<file path="src/rtl/uart_rx_fifo.sv">
// Receive-side byte buffer: synchronises the UART receiver's done level, pushes each
// completed byte on done's falling edge into a first-word-fall-through FIFO.
module uart_rx_fifo #(
  parameter int DEPTH  = 16,
  parameter int ADDR_W = 4
) (
  input  logic            clk,
  input  logic            rst_n,
  input  logic            rx_done,
  input  logic [7:0]      rx_data,
  output logic            rd_valid,
  input  logic            rd_ready,
  output logic [7:0]      rd_data,
  output logic [ADDR_W:0] count,
  output logic            overflow,
  input  logic            clear_ovf
);

  localparam logic [ADDR_W:0]   FULL_CNT = (ADDR_W + 1)'(DEPTH);
  localparam logic [ADDR_W:0]   CNT_ONE  = (ADDR_W + 1)'(1'b1);
  localparam logic [ADDR_W:0]   CNT_ZERO = (ADDR_W + 1)'(1'b0);
  localparam logic [ADDR_W-1:0] PTR_ONE  = ADDR_W'(1'b1);

  logic              s1_q, s1_d;
  logic              s2_q, s2_d;
  logic              s3_q, s3_d;
  logic [ADDR_W-1:0] wr_ptr_q, wr_ptr_d;
  logic [ADDR_W-1:0] rd_ptr_q, rd_ptr_d;
  logic [ADDR_W:0]   count_q, count_d;
  logic              rd_valid_q, rd_valid_d;
  logic              overflow_q, overflow_d;
  logic [7:0]        mem_q [DEPTH];

  logic push_evt_s;
  logic pop_s;
  logic full_s;
  logic push_ok_s;

  // Next-state logic: done synchroniser, edge detect, pointers, occupancy, overrun flag.
  always_comb begin
    s1_d = rx_done;
    s2_d = s1_q;
    s3_d = s2_q;

    // Bytes complete on done's falling edge, the only point at which rx_data is fresh.
    push_evt_s = s3_q & ~s2_q;
    pop_s      = rd_valid_q & rd_ready;
    full_s     = (count_q == FULL_CNT);
    push_ok_s  = push_evt_s & (~full_s | pop_s);

    if (push_ok_s) begin
      wr_ptr_d = wr_ptr_q + PTR_ONE;
    end else begin
      wr_ptr_d = wr_ptr_q;
    end

    if (pop_s) begin
      rd_ptr_d = rd_ptr_q + PTR_ONE;
    end else begin
      rd_ptr_d = rd_ptr_q;
    end

    case ({push_ok_s, pop_s})
      2'b10:   count_d = count_q + CNT_ONE;
      2'b01:   count_d = count_q - CNT_ONE;
      default: count_d = count_q;
    endcase

    rd_valid_d = (count_d != CNT_ZERO);

    if (push_evt_s & full_s & ~pop_s) begin
      overflow_d = 1'b1;
    end else if (clear_ovf) begin
      overflow_d = 1'b0;
    end else begin
      overflow_d = overflow_q;
    end
  end

  // State registers with asynchronous reset.
  always_ff @(posedge clk or negedge rst_n) begin
    if (!rst_n) begin
      s1_q       <= 1'b0;
      s2_q       <= 1'b0;
      s3_q       <= 1'b0;
      wr_ptr_q   <= {ADDR_W{1'b0}};
      rd_ptr_q   <= {ADDR_W{1'b0}};
      count_q    <= CNT_ZERO;
      rd_valid_q <= 1'b0;
      overflow_q <= 1'b0;
    end else begin
      s1_q       <= s1_d;
      s2_q       <= s2_d;
      s3_q       <= s3_d;
      wr_ptr_q   <= wr_ptr_d;
      rd_ptr_q   <= rd_ptr_d;
      count_q    <= count_d;
      rd_valid_q <= rd_valid_d;
      overflow_q <= overflow_d;
    end
  end

  // Storage array, deliberately left unreset.
  always_ff @(posedge clk) begin
    if (push_ok_s) begin
      mem_q[wr_ptr_q] <= rx_data;
    end
  end

  assign rd_valid = rd_valid_q;
  assign rd_data  = mem_q[rd_ptr_q];
  assign count    = count_q;
  assign overflow = overflow_q;

endmodule

</file>
<file path="config.mk">
export PLATFORM = sky130hd
export DESIGN_NAME = uart_rx_fifo
export DESIGN_NICKNAME = d
export VERILOG_FILES = /design/src/rtl/uart_rx_fifo.sv
export SDC_FILE = /design/constraint.sdc
export NUM_CORES = 1
export LEC_CHECK = 0
export BUFFER_PORTS_ARGS = -buffer_cell sky130_fd_sc_hd__buf_2
export CORE_AREA = 4 4 110 101
export DETAILED_ROUTE_END_ITERATION = 8
export DIE_AREA = 0 0 114 105
export MAX_ROUTING_LAYER = met4
export PLACE_DENSITY_LB_ADDON = 0.05
export SYNTH_ARGS = -nofsm -noshare
export SYNTH_HDL_FRONTEND = slang
export SYNTH_SLANG_ARGS = --single-unit
</file>
<file path="constraint.sdc">
create_clock -name clk -period 3.14 [get_ports clk]
set_clock_uncertainty 0.2 [all_clocks]
set_input_delay 0.157 -clock clk [delete_from_list [all_inputs] [get_ports clk]]
set_output_delay 0.157 -clock clk [all_outputs]
set_load 0.02 [all_outputs]
</file>
After elaboration in Yosys (flattened, before gate mapping)
Memories as Yosys holds them, arrays and structs flattened.
Index checks and enable logic that the tools add are counted.
{"block": "op_classes", "n_addsub": 4, "eq_ne": 3, "mux": 5, "n_bitwise": 9, "n_reduce_logical": 2}
{"operator": "case mux 5 bit (2 select lines)", "count": 1}
{"operator": "adder 4 x 1 -> 4 bit (second input constant)", "count": 2}
{"operator": "adder 5 x 1 -> 5 bit (second input constant)", "count": 1}
{"operator": "AND 1 bit", "count": 5}
{"operator": "equality test 5 bit (second input constant)", "count": 1}
{"operator": "nonzero test 5 bit", "count": 1}
{"operator": "subtractor 5 x 1 -> 5 bit (second input constant)", "count": 1}
{"operator": "2-to-1 mux 1 bit", "count": 4}
{"operator": "NOT 1 bit", "count": 3}
{"operator": "equality test 2 x 1 -> 1 bit (second input constant)", "count": 1}
{"operator": "equality test 2 bit (second input constant)", "count": 1}
{"operator": "nonzero test 2 bit", "count": 1}
{"operator": "OR 1 bit", "count": 1}
{"block": "totals", "ff_bits": 18, "ram_bits": 128, "input_bits": 13, "output_inout_bits": 15, "mem_count": 1}
{"memory": "mem_q", "words": 16, "width": 8, "read_ports": 1, "rd_ports_with_merged_regs": 0, "write_ports": 1, "line_no": "32", "source": "logic [7:0] mem_q [DEPTH];"}

Depth between registers and ports, before layout
Gate-level depths: netlist of the first run.
{"block": "depth", "ltp_word": 7, "mapped_depth": 9, "mapped_depth_nobuf": 9}

Least setup slack after synthesis of the first run
No wires, ideal clock.
{"block": "synth_path", "path_kind": "reg-to-reg", "from": "reg count_q[1], in the netlist count[1]", "to": "mem mem_q[3][0], enable pin", "setup_time_ns": 0.383, "arrival_time_ns": 1.901, "required_ns": 2.557, "slack_ns": 0.655, "stages_incl_launch_ff": 7, "path_buffers": 1, "period_less_slack_ns": 2.485, "path_cell_list": "dfrtp_1 > buf_6 > nor3_2 > and3b_1 > a21oi_2 > nand2_1 > nor3_1"}
{"block": "synth_via", "elab_chain_cells": 6}
{"element": "from (decl)", "line_no": "29", "source": "logic [ADDR_W:0] count_q, count_d;"}
{"element": "from (signal assigned)", "line_no": "97", "source": "count_q <= count_d;"}
{"element": "equality test 5 bit", "line_no": "48", "source": "full_s = (count_q == FULL_CNT);"}
{"element": "NOT 1 bit", "line_no": "49", "source": "push_ok_s = push_evt_s & (~full_s | pop_s);"}
{"element": "OR 1 bit", "line_no": "49"}
{"element": "AND 1 bit", "line_no": "49"}
{"element": "2-to-1 mux 1 bit", "line_no": "105", "source": "if (push_ok_s) begin"}
{"element": "2-to-1 mux 1 bit (not written as such)", "line_no": "106", "source": "mem_q[wr_ptr_q] <= rx_data;"}
{"element": "to (decl)", "line_no": "32"}
Every way passes these cells.

Worst setup path in the final report of the first run
{"block": "layout_path", "from": "reg rd_ptr_q[0]", "to": "out rd_data[1]"}
{"block": "layout_via", "elab_chain_cells": 1}
{"element": "from (decl)", "line_no": "28", "source": "logic [ADDR_W-1:0] rd_ptr_q, rd_ptr_d;"}
{"element": "from (signal assigned)", "line_no": "87", "source": "rd_ptr_q <= {ADDR_W{1'b0}};"}
{"element": "from (signal assigned)", "line_no": "96", "source": "rd_ptr_q <= rd_ptr_d;"}
{"element": "memory (16 x 8 bit)"}
{"element": "to (decl)", "line_no": "13", "source": "output logic [7:0] rd_data,"}
Every way passes these cells.

==> flow_metrics.tcl, run 1 <==
set metrics [dict create \
    switching_power_w 0.00179 \
    synthCells 275 \
    first_global_vias 2937 \
    synth_top_area_cell "edfxtp_1" \
    met3_usage_pct 6.54 \
    synth_top_area_share_pct 65.3 \
    nNetsFinal 357 \
    drc 0 \
    start_util_pct 58.5 \
    clock_latency_ns 0.42 \
    routed_via_density 5.99 \
    die-area_um2 12000 \
    worstPathArrival_ns 2.72 \
    num_rows 35 \
    regArea_um2 4300 \
    die_w_um 114 \
    fp.coreArea_um2 10100 \
    cts_resized 0 \
    post_cts_buffers 0 \
    antenna_found_initial 1 \
    synth_nets 294 \
    seq_area_frac_synth_pct 72.9 \
    p_seq_share_pct 40.7 \
    synthFlopType "edfxtp_1" \
    syn_to_final_growth_pct 19.2 \
    dp_hpwl_um 6980 \
    setup.worst_path.start_class "flop" \
    worst_pin_slew_ns 0.736 \
    root_buffer "clkbuf_16" \
    grt-busiest-layer "met1" \
    synth_area_um2 5890 \
    die_y_um 105 \
    grt_start_max_net_pins 36 \
    final_cells 481 \
    internal_power_w 0.00453 \
    synth-seq-cells 146 \
    yosysWarnings 0 \
    pwr_density_cell_nw_per_um2 900 \
    multi_input_area_um2 1490 \
    ys_top_cells_by_count "edfxtp_1, mux4_1, dfrtp_1, nor2_1, mux4_2" \
    drt_iter0_markers 307 \
    min_period_over_period_pct 98.0 \
    cts_buffers 17 \
    syn_avg_cell_area_um2 21.4 \
    cts_tree "built" \
    max-vdd-ir-drop_mv 0.567 \
    port_buffers 27 \
    fin_setup_tns_ns 0 \
    fillers 633 \
    dr.pass1.iters 4 \
    drv_cap 0 \
    fmax_mhz 325 \
    dp.cells 436 \
    vias 2881 \
    gp_congestion 0.781 \
    cts_max_path_buffers 2 \
    power.total_w 0.00632 \
    min_period_ns 3.08 \
    relSlewSlack_pct 51.0 \
    yosysUniqueCellTypes 35 \
    clkPwrFrac_pct 34.9 \
    routedWlPerCell_um 24.5 \
    setup_viol 0 \
    gr-usage-all-layers_pct 22.7 \
    use_met1_pct 32.6 \
    min_path_type "input port to asynchronous set/reset pin" \
    maxSlewViolCount 0 \
    synth_edf_count 128 \
    pin_count 28 \
    synth_area_leaders "edfxtp_1, mux4_1, dfrtp_1, mux4_2, xnor2_1" \
    synthArstFlopShare_pct 12.3 \
    drtAntennaViolNets 0 \
    grt_pass1_wl_um 18300 \
    critPathKind "flop to primary output" \
    status "completed" \
    setup.worst_path.end_class "primary output" \
    switching_share_pct 28.3 \
    drt_wl_total_um 11800 \
    final_hold_viol_count 0 \
    drive_above_1_share_pct 25.6 \
    clock-sinks 146 \
    pwr-share-comb_pct 24.4 \
    path_clk_slew_ns 0.06 \
    leakagePower_nw 2.48 \
    rsz0062_at_grt "no" \
    h-tree-depth 4 \
    yosysMostFrequentCell "edfxtp_1" \
    grt.overflow.total 0 \
    cp.required_ns 2.78 \
    grt_use_met2_pct 31.4 \
    crit_path_max_fanout 22 \
]
[critical path: stages, from the launching register on]
cell and delay [ns]:
dfrtp_2 0.81, buf_12 0.24, mux4_1 0.58, mux4_2 0.48, buf_2 0.18
[power groups by stage]
stage | Clock (W) | Combinational, W | Sequential (W)
after floorplan | 0 | 0.00127 | 0.00245
after global placement | 0 | 0.00152 | 0.00260
after detailed placement | 0 | 0.00155 | 0.00261
after CTS | 0.00224 | 0.00157 | 0.00257
after global routing | 0.00234 | 0.00165 | 0.00261
final | 0.00220 | 0.00154 | 0.00257
[registers in the layout, indices dropped and copies added, names as in the netlist]
| name | cells |
|---|---|
| rd_valid | 1 |
| count | 5 |
| s3_q | 1 |
| s2_q | 1 |
| mem_q | 128 |
| overflow | 1 |
| s1_q | 1 |
| rd_ptr_q | 4 |
| wr_ptr_q | 4 |
[metrics by stage]
step	hold WS, ns	cell area, um2	util [%]	worst slack [ns]
CTS	0.0226	7020	69.7	0.0311
global placement	-0.0895	6240	62.0	0.540
floorplan	-0.339	5890	-	0.655
detailed placement	-0.0787	6240	62.0	0.490
global route	0.0349	7020	69.7	0.00460
finish	0.00178	7020	69.7	0.0638
[kinds of logic (layout without fill, tap and decap cells)]
group                    Yosys count  after routing  share of synthesized area, %
flip-flops                       146            146                          72.9
AND/OR/NAND/NOR                   44             44                          3.63
multiplexers                      41             41                          17.4
buffers and inverters             16             92                          1.72
AO/OA/AOI/OAI                     12             12                          1.57
XOR/XNOR                          10             10                          1.49
adder cells (fa/ha/maj)            6              6                          1.27
other                              0              1                             0
[path summary, 6_finish.rpt]
check                                        start                 endpoint  slack [ns]  cells after the start
max                        rd_ptr_q[0]$_DFFE_PN0N_               rd_data[1]        0.06                      4
min                                          rst_n       rd_valid$_DFF_PN0_       0.002                      2
max reg2reg                         s2_q$_DFF_PN0_       rd_valid$_DFF_PN0_        0.55                      9
min reg2reg                         s1_q$_DFF_PN0_           s2_q$_DFF_PN0_        0.16                      0
max in group asynchronous                    rst_n  rd_ptr_q[0]$_DFFE_PN0N_        2.41                      2
min in group clk                    s1_q$_DFF_PN0_           s2_q$_DFF_PN0_        0.16                      0
[cell type report]
| class | count | area share [%] |
|---|---|---|
| clock buffer | 20 | 6.36 |
| sequential | 146 | 61.2 |
| timing repair buffer | 57 | 5.74 |
| multi-input combinational | 113 | 21.3 |
| clock inverter | 12 | 2.91 |
| inverter | 3 | 0.160 |
| tap | 129 | 2.30 |
| antenna | 1 | 0.0357 |
[layer usage]
metal / vias to the layer above / share of wire, % / wire length (um)
li1: 1288 / - / -
met1: 1488 / 43 / 5050
met2: 87 / 48 / 5630
met3: 18 / 7.5 / 884
met4: 0 / 1.9 / 227
met5: - / 0 / 0
[layout by cell type, fill, tap and decap left out, drive strengths merged, types with 6 or more instances in the layout]
| cell type | count |
|---|---|
| edfxtp | 128 |
| buf | 45 |
| mux4 | 40 |
| clkbuf | 20 |
| dfrtp | 18 |
| nor2 | 16 |
| dlygate4sd3 | 12 |
| xnor2 | 9 |
| nand2 | 9 |
| ha | 6 |
| nor3 | 6 |
[timing repair]
| action | in CTS | in global routing |
|---|---|---|
| hold buffers | 12 | 0 |
| endpoints found under the hold margin | 150 | 0 |
| endpoints found under the setup margin | 0 | 0 |
(Power assumes the default switching activity.)
==> run 2, diff against run 1 <==
CORE_AREA = 4 4 115 106   (was 4 4 110 101)
DIE_AREA = 0 0 119 110   (was 0 0 114 105)
GPL_TIMING_DRIVEN = 0   (was unset)
clock period = 2.73 ns   (was 3.14 ns; I/O delays follow)
==> flow_metrics.tcl, run 2 (same netlist as run 1, synthesis figures left out) <==
set metrics [dict create \
    setup_viol 0 \
    routedWlPerCell_um 24.1 \
    root_buffer "clkbuf_16" \
    drv_cap 0 \
    maxSlewViolCount 0 \
    grt_pass1_wl_um 18200 \
    crit_path_max_fanout 8 \
    gp_congestion 0.756 \
    drtAntennaViolNets 0 \
    fp.coreArea_um2 10900 \
    dp_hpwl_um 7070 \
    nNetsFinal 359 \
    routed_via_density 5.68 \
    port_buffers 27 \
    dp.cells 455 \
    path_clk_slew_ns 0.06 \
    rsz0062_at_grt "yes" \
    fin_ws_ns 0.0267 \
    critPathKind "flop to flop" \
    worst_pin_slew_ns 1.03 \
    die_w_um 119 \
    syn_to_final_growth_pct 20.5 \
    first_global_vias 2971 \
    leakagePower_nw 2.44 \
    drive_above_1_share_pct 31.1 \
    h-tree-depth 4 \
    die_y_um 110 \
    worstPathArrival_ns 2.53 \
    drt_wl_total_um 12100 \
    dr.pass1.iters 4 \
    layout_common_cells "edfxtp_1, buf_2, mux4_2, mux4_1, clkbuf_16" \
    final_common_cell "edfxtp_1" \
    relSlewSlack_pct 31.0 \
    cts_buffers 17 \
    num_rows 36 \
    setup.worst_path.end_class "flop" \
    grt.overflow.total 0 \
    clock_latency_ns 0.41 \
    min_path_type "flop to flop" \
    cp.required_ns 2.56 \
    fin_setup_tns_ns 0 \
    status "completed" \
    gr-usage-all-layers_pct 20.4 \
    pin_count 28 \
    clock-sinks 146 \
    largest_reg_flops 128 \
    min_period_over_period_pct 99.0 \
    cts_tree "built" \
    cts_max_path_buffers 2 \
    drc 0 \
    max-vdd-ir-drop_mv 0.535 \
    grt_start_max_net_pins 17 \
    antenna_found_initial 0 \
    post-place-ws_ns -0.109 \
    drt_iter0_markers 315 \
    vias 2855 \
    largest_register "mem_q" \
    min_period_ns 2.70 \
    fillers 726 \
    fmax_mhz 370 \
    final_hold_viol_count 0 \
    die-area_um2 13100 \
    hold_slack_ns 0.151 \
    pwr_density_cell_nw_per_um2 1040 \
    n_antenna_cell 0 \
    start_util_pct 54.3 \
    setup.worst_path.start_class "flop" \
    post-route-util_pct 65.4 \
    final_cells 503 \
]
## run 2: cell types whose count changed in the layout (fill, tap and decap cells not counted), sizes merged
| cell | previous run | this run |
|---|---|---|
| diode | 1 | 0 |
| clkinvlp | 3 | 2 |
| clkinv | 2 | 7 |
| clkbuf | 20 | 24 |
| bufinv | 5 | 3 |
| inv | 5 | 3 |
| dlygate4sd3 | 12 | 14 |
| buf | 45 | 39 |
## run 2: path summary, 6_finish.rpt
kind                                                 to  slack (ns)  depth (start not counted)               start
worst min register to register           s2_q$_DFF_PN0_        0.15                          0      s1_q$_DFF_PN0_
worst min-delay path                     s2_q$_DFF_PN0_        0.15                          0      s1_q$_DFF_PN0_
worst max register to register    mem_q[1][2]$_DFFE_PP_        0.03                          5  count[0]$_DFF_PN0_
max in group asynchronous       rd_ptr_q[1]$_DFFE_PN0N_        0.49                          4               rst_n
min in group asynchronous                s1_q$_DFF_PN0_        0.42                          3               rst_n
worst max-delay path              mem_q[1][2]$_DFFE_PP_        0.03                          5  count[0]$_DFF_PN0_
## run 2: worst max-delay path, stage by stage, from the launching register on
cell,delay [ns]
dfrtp_1,0.47
nor3_2,0.10
and3b_1,0.20
a21oi_2,0.33
nand2_1,0.20
nor3_2,0.81
## run 2: layout make-up
cell class	instances	area (um2)	share of cell area (%)
Buffer	11	123	1.73
Clock buffer	18	429	6.05
Clock inverter	12	143	2.01
Inverter	3	11.3	0.159
Multi-Input combinational cell	113	1510	21.3
Sequential cell	146	4300	60.5
Tap cell	152	190	2.68
Timing Repair Buffer	48	389	5.49
## run 2: per-layer routing
metal	vias up	routed length (um)	GRT usage [%]
met1	1494	5570	28.1
met3	9	689	4.74
met5	-	0	-
met4	0	97	6.29
li1	1278	-	-
met2	74	5750	30.9
## run 2: report_power, final
group	switching, W	internal [W]
Sequential	0.000182	0.00264
Clock	0.000849	0.00141
Combinational	0.00114	0.00119
## run 2: stage by stage
stage | total power (W) | area, um2
2_1_floorplan | 0.00429 | 5890
3_3_place_gp | 0.00486 | 6210
4_1_cts | 0.00724 | 7000
5_1_grt | 0.00773 | 7090
6_report | 0.00741 | 7090
3_5_place_dp | 0.00490 | 6250
## run 2: repair_timing
item / CTS / global route
setup buffers: 1 / 2
gates resized for setup: 20 / 18
gates cloned: 0 / 3
setup endpoints to repair: 74 / 48
hold buffers: 14 / 0
endpoints found under the hold margin: 151 / 0
==> run 3, diff against run 2 <==
ABC_AREA = 1   (was unset)
CORE_AREA = 4 4 116 107   (was 4 4 115 106)
DIE_AREA = 0 0 120 111   (was 0 0 119 110)
==> flow_metrics.tcl, run 3 <==
set metrics [dict create \
    drc 0 \
    die-area_um2 13300 \
    cts_tree "built" \
    synth-simple-area-share_pct 10.1 \
    synth_xor_area_share_pct 1.02 \
    gp_congestion 0.878 \
    routedWlPerCell_um 22.2 \
    synthFlopType "edfxtp_1" \
    fp.coreArea_um2 11200 \
    ys_top_cells_by_count "edfxtp_1, nor2_1, nand2_1, o21ai_0" \
    path_cells "inv_2 > clkbuf_1 > nor2_1 > o221ai_1 > nand3_1 > nand2_1 > buf_2" \
    fillers 843 \
    yosysWarnings 0 \
    setup.worst_path.end_class "primary output" \
    synth_area_leaders "edfxtp_1, dfrtp_1, mux2i_1, o221ai_1, nor2_1" \
    final_hold_viol_count 18 \
    nNetsFinal 519 \
    num_rows 37 \
    dp_hpwl_um 9420 \
    synth-seq-cells 146 \
    synthCells 442 \
    syn_to_final_growth_pct 17.9 \
    n_antenna_cell 0 \
    leakagePower_nw 2.63 \
    die_y_um 111 \
    min_path_type "input port to asynchronous set/reset pin" \
    cp_slowest_stage_delay_ns 0.47 \
    layout_common_cells "edfxtp_1, nor2_1, nand2_1" \
    critPathBufInv 3 \
    worst_pin_slew_ns 0.900 \
    placed_cell_area_um2 6350 \
    root_buffer "clkbuf_16" \
    regArea_um2 4290 \
    worstPathArrival_ns 2.30 \
    gr-usage-all-layers_pct 23.9 \
    min_period_over_period_pct 96.5 \
    vias 3894 \
    path_clk_slew_ns 0.06 \
    crit_family "buffers and inverters" \
    post_cts_buffers 0 \
    drtAntennaViolNets 0 \
    setup.worst_path.start_class "flop" \
    synth_nets 461 \
    synthArstFlopShare_pct 12.3 \
    grt.overflow.total 0 \
    routed_via_density 5.83 \
    synth_edf_count 128 \
    multi_input_area_um2 1520 \
    largest_reg_flops 128 \
    final_cells 668 \
    maxSlewViolCount 0 \
    setup_viol 0 \
    drt_iter0_markers 495 \
    hold_slack_ns -0.00943 \
    pin_count 28 \
    relSlewSlack_pct 39.8 \
    yosysUniqueCellTypes 26 \
    dr.pass1.iters 6 \
    clock-sinks 146 \
    cp_slowest_cell "clkbuf_1" \
    cts_buffers 17 \
    critPathKind "flop to primary output" \
    syn_avg_cell_area_um2 13.6 \
    design_area_um2 7100 \
    cp.required_ns 2.39 \
    yosys.area_share.adder_pct 1.25 \
    fmax_mhz 380 \
    fin_setup_tns_ns 0 \
    port_buffers 27 \
    die_w_um 120 \
    antenna_found_initial 0 \
    synth-compound-area-share_pct 8.04 \
    h-tree-depth 4 \
    status "finished with violations" \
    rsz0062_at_grt "no" \
    final_common_cell "edfxtp_1" \
    min_period_ns 2.63 \
    drive_above_1_share_pct 16.6 \
    synth_top_area_share_pct 63.8 \
    synth_area_um2 6020 \
    grt_start_max_net_pins 19 \
    synth_top_area_cell "edfxtp_1" \
    pwr_density_cell_nw_per_um2 1110 \
    drt_wl_total_um 14800 \
    yosysMostFrequentCell "edfxtp_1" \
    seq_area_frac_synth_pct 71.3 \
    max-vdd-ir-drop_mv 0.686 \
    first_global_vias 3888 \
    drv_cap 0 \
    largest_register "mem_q" \
    start_util_pct 53.5 \
    dp.cells 625 \
    grt_pass1_wl_um 22700 \
    failed_checks "negative hold slack" \
    synth_top_family_by_area "simple AND/OR/NAND/NOR gates" \
    clock_latency_ns 0.42 \
    synth_mux_area_share_pct 4.82 \
    cts_max_path_buffers 2 \
    crit_path_max_fanout 10 \
]
==> run 3: changes by cell type in the layout (fill, tap and decap cells not counted), moves of 6 or more <==
cell and change:
nor2_1 +54, inv_1 +17, xor2_1 +6, nand2_1 +32, clkbuf_1 +7, o221ai_1 +29
mux2i_1 +29, nor2_2 -10, nand3_1 +19, xnor2_1 -9, mux4_2 -20, o21ai_0 +32
mux4_1 -20
==> run 3: metrics by stage <==
step / util [%] / worst slack (ns) / total power, W / hold WS, ns
6_report: 63.1 / 0.0962 / 0.00791 / -0.00943
5_1_grt: 63.1 / 0.0111 / 0.00825 / 0.0382
4_1_cts: 63.1 / 0.0101 / 0.00789 / 0.00694
3_5_place_dp: 56.5 / 0.292 / 0.00542 / -0.101
3_3_place_gp: 56.5 / 0.336 / 0.00537 / -0.111
2_1_floorplan: - / 0.750 / 0.00450 / -0.359
==> run 3: logic make-up after synthesis <==
logic type / after synthesis
flops: 146
simple gates: 137
compound gates: 71
buf+inv: 46
mux: 29
xor+xnor: 7
fa+ha+maj: 6
==> run 3: path summary, 6_finish.rpt <==
kind / from / endpoint / slack (ns) / cells after the start
max: rd_ptr_q[0]$_DFFE_PN0N_ / rd_data[1] / 0.1 / 7
min: rst_n / count[0]$_DFF_PN0_ / -0.009 / 2
max reg2reg: count[1]$_DFF_PN0_ / mem_q[9][5]$_DFFE_PP_ / 0.31 / 6
min reg2reg: s1_q$_DFF_PN0_ / s2_q$_DFF_PN0_ / 0.15 / 0
max in group asynchronous: rst_n / wr_ptr_q[3]$_DFFE_PN0P_ / 2.04 / 2
min in group clk: s1_q$_DFF_PN0_ / s2_q$_DFF_PN0_ / 0.15 / 0
==> run 3: what timing repair did <==
item | in CTS | in global routing
endpoints found under the hold margin | 152 | 0
hold buffers | 12 | 0
cloned | 0 | 0
gates resized for setup | 1 | 6
setup endpoints to repair | 1 | 6
==> run 3: layout make-up <==
class	instances	share of cell area, %
well taps	156	2.75
clock buffers	19	6.10
inverters	25	1.36
repair buffers	39	3.60
flip-flops and latches	146	60.5
multi-input cells	250	21.4
clock inverters	12	2.66
plain buffers	21	1.67
==> run 3: routing by layer <==
metal  track usage [%]  routed length [um]  vias up
met5                 -                   0        -
met4              6.72                 354        0
met3              5.51                1060       32
met2              36.2                7120      166
met1              32.8                6280     1948
li1                  -                   -     1748
==> run 3: where the power goes <==
| part | switching, W | internal (W) | total, W |
|---|---|---|---|
| clock | 0.000875 | 0.00161 | 0.00248 |
| combinational | 0.00183 | 0.000831 | 0.00266 |
| sequential | 0.000137 | 0.00263 | 0.00277 |
| total | 0.00284 | 0.00507 | 0.00791 |
